===== config.mk =====
export PLATFORM = sky130hd
export DESIGN_NAME = mux3_arbiter
export DESIGN_NICKNAME = d
export VERILOG_FILES = /design/src/rtl/mux3_arbiter.sv
export SDC_FILE = /design/constraint.sdc
export NUM_CORES = 1
export LEC_CHECK = 0
export ABC_CLOCK_PERIOD_IN_PS = 5200
export BUFFER_PORTS_ARGS = -buffer_cell sky130_fd_sc_hd__buf_4
export CAP_MARGIN = 5
export CORE_UTILIZATION = 35
export DETAILED_ROUTE_END_ITERATION = 16
export HOLD_SLACK_MARGIN = 0.06
export PLACE_DENSITY = 0.65
export SETUP_SLACK_MARGIN = 0.4
export SLEW_MARGIN = 30
export SYNTH_ARGS = -nofsm -noshare
export SYNTH_HDL_FRONTEND = slang
export SYNTH_SLANG_ARGS = --single-unit

===== constraint.sdc =====
create_clock -name clock -period 5.2 [get_ports clock]
set_input_delay 0.52 -clock clock [delete_from_list [all_inputs] [get_ports clock]]
set_output_delay 0.52 -clock clock [all_outputs]
set_load 0.01 [all_outputs]

===== src/rtl/mux3_arbiter.sv =====
// Round-robin arbiter owning a 3-input 16-bit bus mux; grant one cycle after req, all outputs registered.
// No preemption: owner keeps the bus until it drops req or reaches MAX_HOLD, then TURN+IDLE precede next grant.
module mux3_arbiter #(
  parameter int unsigned MAX_HOLD = 4
) (
  input  logic       clock,
  input  logic       reset_n,
  input  logic [2:0] req,
  output logic [2:0] grant,
  output logic [1:0] control,
  output logic       bus_valid,
  output logic [7:0] hold_cnt
);

  typedef enum logic [1:0] {IDLE = 2'd0, GRANT = 2'd1, TURN = 2'd2} state_t;

  localparam logic [7:0] MAX_HOLD_C = 8'(MAX_HOLD);

  state_t     state_q, state_d;
  logic [2:0] grant_q, grant_d;
  logic [1:0] control_q, control_d;
  logic       valid_q, valid_d;
  logic [7:0] hold_q, hold_d;
  logic [1:0] last_q, last_d;

  logic [1:0] win;
  logic       any_req;
  logic       owner_req;
  logic       release_now;

  assign any_req     = |req;
  assign owner_req   = |(req & grant_q);
  assign release_now = !owner_req || (hold_q == MAX_HOLD_C);

  // Search begins one past the last owner and wraps 2 -> 0.
  always_comb begin
    win = 2'd0;
    case (last_q)
      2'd0:    win = req[1] ? 2'd1 : (req[2] ? 2'd2 : 2'd0);
      2'd1:    win = req[2] ? 2'd2 : (req[0] ? 2'd0 : 2'd1);
      default: win = req[0] ? 2'd0 : (req[1] ? 2'd1 : 2'd2);
    endcase
  end

  always_ff @(posedge clock or negedge reset_n) begin
    if (!reset_n) begin
      state_q <= IDLE;
    end else begin
      state_q <= state_d;
    end
  end

  always_comb begin
    state_d = state_q;
    case (state_q)
      IDLE:    if (any_req) state_d = GRANT;
      GRANT:   if (release_now) state_d = TURN;
      TURN:    state_d = IDLE;
      default: state_d = IDLE;
    endcase
  end

  always_comb begin
    grant_d   = grant_q;
    control_d = control_q;
    valid_d   = valid_q;
    hold_d    = hold_q;
    last_d    = last_q;
    case (state_q)
      IDLE: begin
        if (any_req) begin
          grant_d   = 3'b001 << win;
          control_d = win;
          valid_d   = 1'b1;
          hold_d    = 8'd1;
          last_d    = win;
        end
      end
      GRANT: begin
        if (release_now) begin
          grant_d = 3'b000;
          valid_d = 1'b0;
          hold_d  = 8'd0;
        end else begin
          hold_d  = hold_q + 8'd1;
        end
      end
      default: begin
        grant_d = 3'b000;
        valid_d = 1'b0;
        hold_d  = 8'd0;
      end
    endcase
  end

  // Last owner resets to 2 so requester 0 is searched first after reset.
  always_ff @(posedge clock or negedge reset_n) begin
    if (!reset_n) begin
      grant_q   <= 3'b000;
      control_q <= 2'b00;
      valid_q   <= 1'b0;
      hold_q    <= 8'd0;
      last_q    <= 2'd2;
    end else begin
      grant_q   <= grant_d;
      control_q <= control_d;
      valid_q   <= valid_d;
      hold_q    <= hold_d;
      last_q    <= last_d;
    end
  end

  assign grant     = grant_q;
  assign control   = control_q;
  assign bus_valid = valid_q;
  assign hold_cnt  = hold_q;

endmodule


==> qor.csv <==
stage,metric,value,unit
run_status,status,"complete, no violations",
final_layout,n_diodes,0,
timing,shortest clock period the worst path allows after layout,1.82,ns
placement,dpl hpwl,1.39,mm
global_route,GRT overflow,0,
clock_network,"Clk Latency, worst-skew pair",0.29,ns
worst_setup_path,top fanout value on the critical path,6,
global_route,first-pass GRT wire length,3.25,mm
timing,slew at the pin closest to its max-slew limit,0.807,ns
timing,endpoints failing hold,0,
routing,vias per inst,5.71,
die,die area,2630,sq um
worst_setup_path,"reg-to-reg slack, setup",3.38,ns
yosys,mean area per synthesized cell,9.77,sq um
timing,"Setup violations, final",0,
clock_network,hold_buf cts,0,
routing,drc violations,0,
power,Internal,0.000283,W
routing,Total Wirelength,1.89,mm
yosys,dominant synthesized flop cell,dfrtp_1,
job,maxcap violations,0,
power,Comb pwr share,0.398,
timing,Setup Total Neg Slack,0,ns
worst_setup_path,CP endpoint kind,flip-flop,
yosys,Yosys Warn Count,0,
clock_network,clock-pin slew on the worst setup and hold paths,0.09,ns
routing,First-pass DRT Iterations,4,
hold_path,Hold/Removal Path Class,in2async,
worst_setup_path,CP arrival,2.05,ns
global_route,vias in the first global route,740,
power,P_leak,0.469,nW
routing,number of routed nets with antenna violations,0,
worst_setup_path,length in cells of the worst reg-to-reg path,6,
worst_setup_path,Critical Path RT,5.42,ns
clock_network,"Setup Fix Bufs, Post-CTS",0,
yosys,post-synthesis register bit count,16,
worst_setup_path,R2R Path Start,hold_cnt[0],
worst_setup_path,CP startpoint kind,flip-flop,
timing,worst hold slack,0.0765,ns
clock_network,CTS Root Cell,clkbuf_4,
clock_network,Post-CTS Resized,0,
global_route,gr usage total,0.167,
worst_setup_path,reg2reg end,hold_cnt[3],
yosys,library cells used by synthesis,35,
yosys,share of flip-flops with an asynchronous set or reset,1.00,
routing,Starting DRT DRC Count,17,
power,clock share of power,0.177,
die,Initial Util,0.377,
clock_network,Max clock buf depth,2,
die,Die H,51.3,um
timing,period utilisation layout,0.351,
die,Die W,51.3,um
clock_network,# H-tree levels,1,
clock_network,clock sinks,16,
power,worst vdd ir,0.255,mV
final_layout,Synth-to-Final Area Change,23.0,%
power,Overall Power,0.000462,W
yosys,"Seq/Total Area, Yosys",0.473,
timing,Max Clock Freq,0.548,GHz
die,Core ar.,2250,sq um
global_route,initial antenna violation count,0,
global_route,largest net degree at the start of global routing,17,
yosys,Gate Count Post-Synth,87,
yosys,Post-Syn Nets,94,
clock_network,CTS Buf Count,3,
timing,Clock Skew,0.00324,ns
timing,RSZ-0062 raised after global routing,no,
yosys,Post-Synthesis Cell Area,850,sq um
power,sequential power share,0.424,
routing,drt wl/cell,14.0,um
final_layout,Nets,115,
clock_network,CTS tree,built,
worst_setup_path,crit path capture,hold_cnt[3],
worst_setup_path,critical path class,reg2reg,
timing,Final Max Slew Viols,0,
final_layout,fraction of layout cells with a size suffix above 1,0.243,
placement,IO Port Bufs,18,
routing,total number of vias,771,
yosys,number of synthesized flops with an enable pin,0,
power,Sw Share,0.387,
timing,Slew headroom,0.460,
placement,GPL Wtd Cong,0.885,
power,Switch Pwr,0.000179,W
die,# IOs,19,
power,power density over the cells,442,nW/um^2
die,Std-Cell Rows,17,
worst_setup_path,Critical Path Source,hold_cnt[0],
==> cell usage in the layout, fill, tap and decap left out, drive strengths merged <==
master   Yosys  layout
and3b        1       1
inv          5       5
ha           2       2
o22ai        1       1
nand2b       2       2
dfstp        1       1
nand3        4       4
a21oi        5       5
a211oi       3       3
nor3         2       2
a211o        2       2
a222oi       1       1
dfrtp       15      15
a32o         2       2
nor4         1       1
a2111oi      1       1
a2bb2oi      1       1
nand2        7       7
a21boi       1       1
o2bb2ai      1       1
or3          2       2
nand4        1       1
and2         1       1
nor2         7       7
a21o         2       2
o221ai       1       1
a22o         1       1
o21ai        7       7
nor2b        2       2
buf          1      18
clkbuf       1       4
xnor2        3       3
==> metrics by stage <==
| step | instance area (sq um) | std cells | setup WS, ns | util |
|---|---|---|---|---|
| floorplan | 850 | 87 | 3.47 | - |
| global placement | 1010 | 131 | 3.33 | 0.447 |
| detailed placement | 1010 | 131 | 3.34 | 0.447 |
| CTS | 1040 | 135 | 3.38 | 0.463 |
| global route | 1040 | 135 | 3.24 | 0.463 |
| finish | 1040 | 135 | 3.38 | 0.463 |
==> kinds of logic (layout without fill, tap and decap cells) <==
logic type,Yosys count,count (layout),synth area share
DFF,16,16,0.473
AOI/OAI and AO/OA,29,29,0.252
and+or+nand+nor,30,30,0.180
buffers and inverters,7,27,0.0353
xor gates and xnor gates,3,3,0.0309
adders and majority gates,2,2,0.0295
==> power by group through the flow <==
| stage | Sequential [W] | Clock, W | Combinational (W) |
|---|---|---|---|
| 2_1_floorplan | 0.000200 | 0 | 0.000112 |
| 3_3_place_gp | 0.000196 | 0 | 0.000180 |
| 3_5_place_dp | 0.000198 | 0 | 0.000184 |
| 4_1_cts | 0.000195 | 0.0000846 | 0.000185 |
| 5_1_grt | 0.000203 | 0.0000901 | 0.000209 |
| 6_report | 0.000196 | 0.0000820 | 0.000184 |
==> cells in the mapped netlist, types with 2 or more instances <==
| cell type | instances | share of area |
|---|---|---|
| a211o_1 | 2 | 0.021 |
| a211oi_1 | 2 | 0.018 |
| a21o_1 | 2 | 0.018 |
| a21oi_1 | 5 | 0.029 |
| a32o_1 | 2 | 0.024 |
| dfrtp_1 | 15 | 0.44 |
| ha_1 | 2 | 0.029 |
| inv_1 | 5 | 0.022 |
| nand2_1 | 7 | 0.031 |
| nand2b_1 | 2 | 0.015 |
| nand3_1 | 4 | 0.024 |
| nor2_1 | 7 | 0.031 |
| nor2b_1 | 2 | 0.015 |
| o21ai_0 | 4 | 0.024 |
| o21ai_1 | 3 | 0.018 |
| or3_1 | 2 | 0.015 |
| xnor2_1 | 3 | 0.031 |
==> per-layer routing <==
metal	vias to the layer above	wire, um	GRT usage
met5	-	0	0
li1	362	-	-
met2	33	858	0.261
met4	0	51	0.0946
met3	7	114	0.0298
met1	369	863	0.215
==> critical path, stage by stage, from the launching register on <==
cell and delay (ns):
dfrtp_1 0.43, inv_1 0.11, ha_1 0.22, and3b_1 0.20, a211o_1 0.37, or3_1 0.36, o21ai_1 0.07
==> registers in the layout, indices dropped and copies added, names as in the netlist <==
| name | cells |
|---|---|
| hold_cnt | 8 |
| bus_valid | 1 |
| last_q | 1 |
| state_q | 1 |
| control | 2 |
| grant | 3 |
==> area by class of cell <==
type | count | area (sq um)
fillers | 234 | 1210
clock buffers | 4 | 36.3
inverters | 5 | 18.8
repair buffers | 18 | 135
flip-flops and latches | 16 | 402
multi-input cells | 64 | 418
well taps | 28 | 35.0
==> how the worst min path moves through the flow <==
| stage | depth (start not counted) | to | from | slack [ns] |
|---|---|---|---|---|
| after CTS | 1 | hold_cnt[4] | reset_n | 0.07 |
| after global placement | 1 | hold_cnt[1] | reset_n | 0.39 |
| final | 1 | state_q[1] | reset_n | 0.08 |
| after global routing | 1 | hold_cnt[6] | reset_n | 0.07 |
| after floorplan | 0 | bus_valid | reset_n | 0.22 |
| after detailed placement | 1 | hold_cnt[6] | reset_n | 0.39 |
Note: power is estimated with default switching activity, not from simulation.
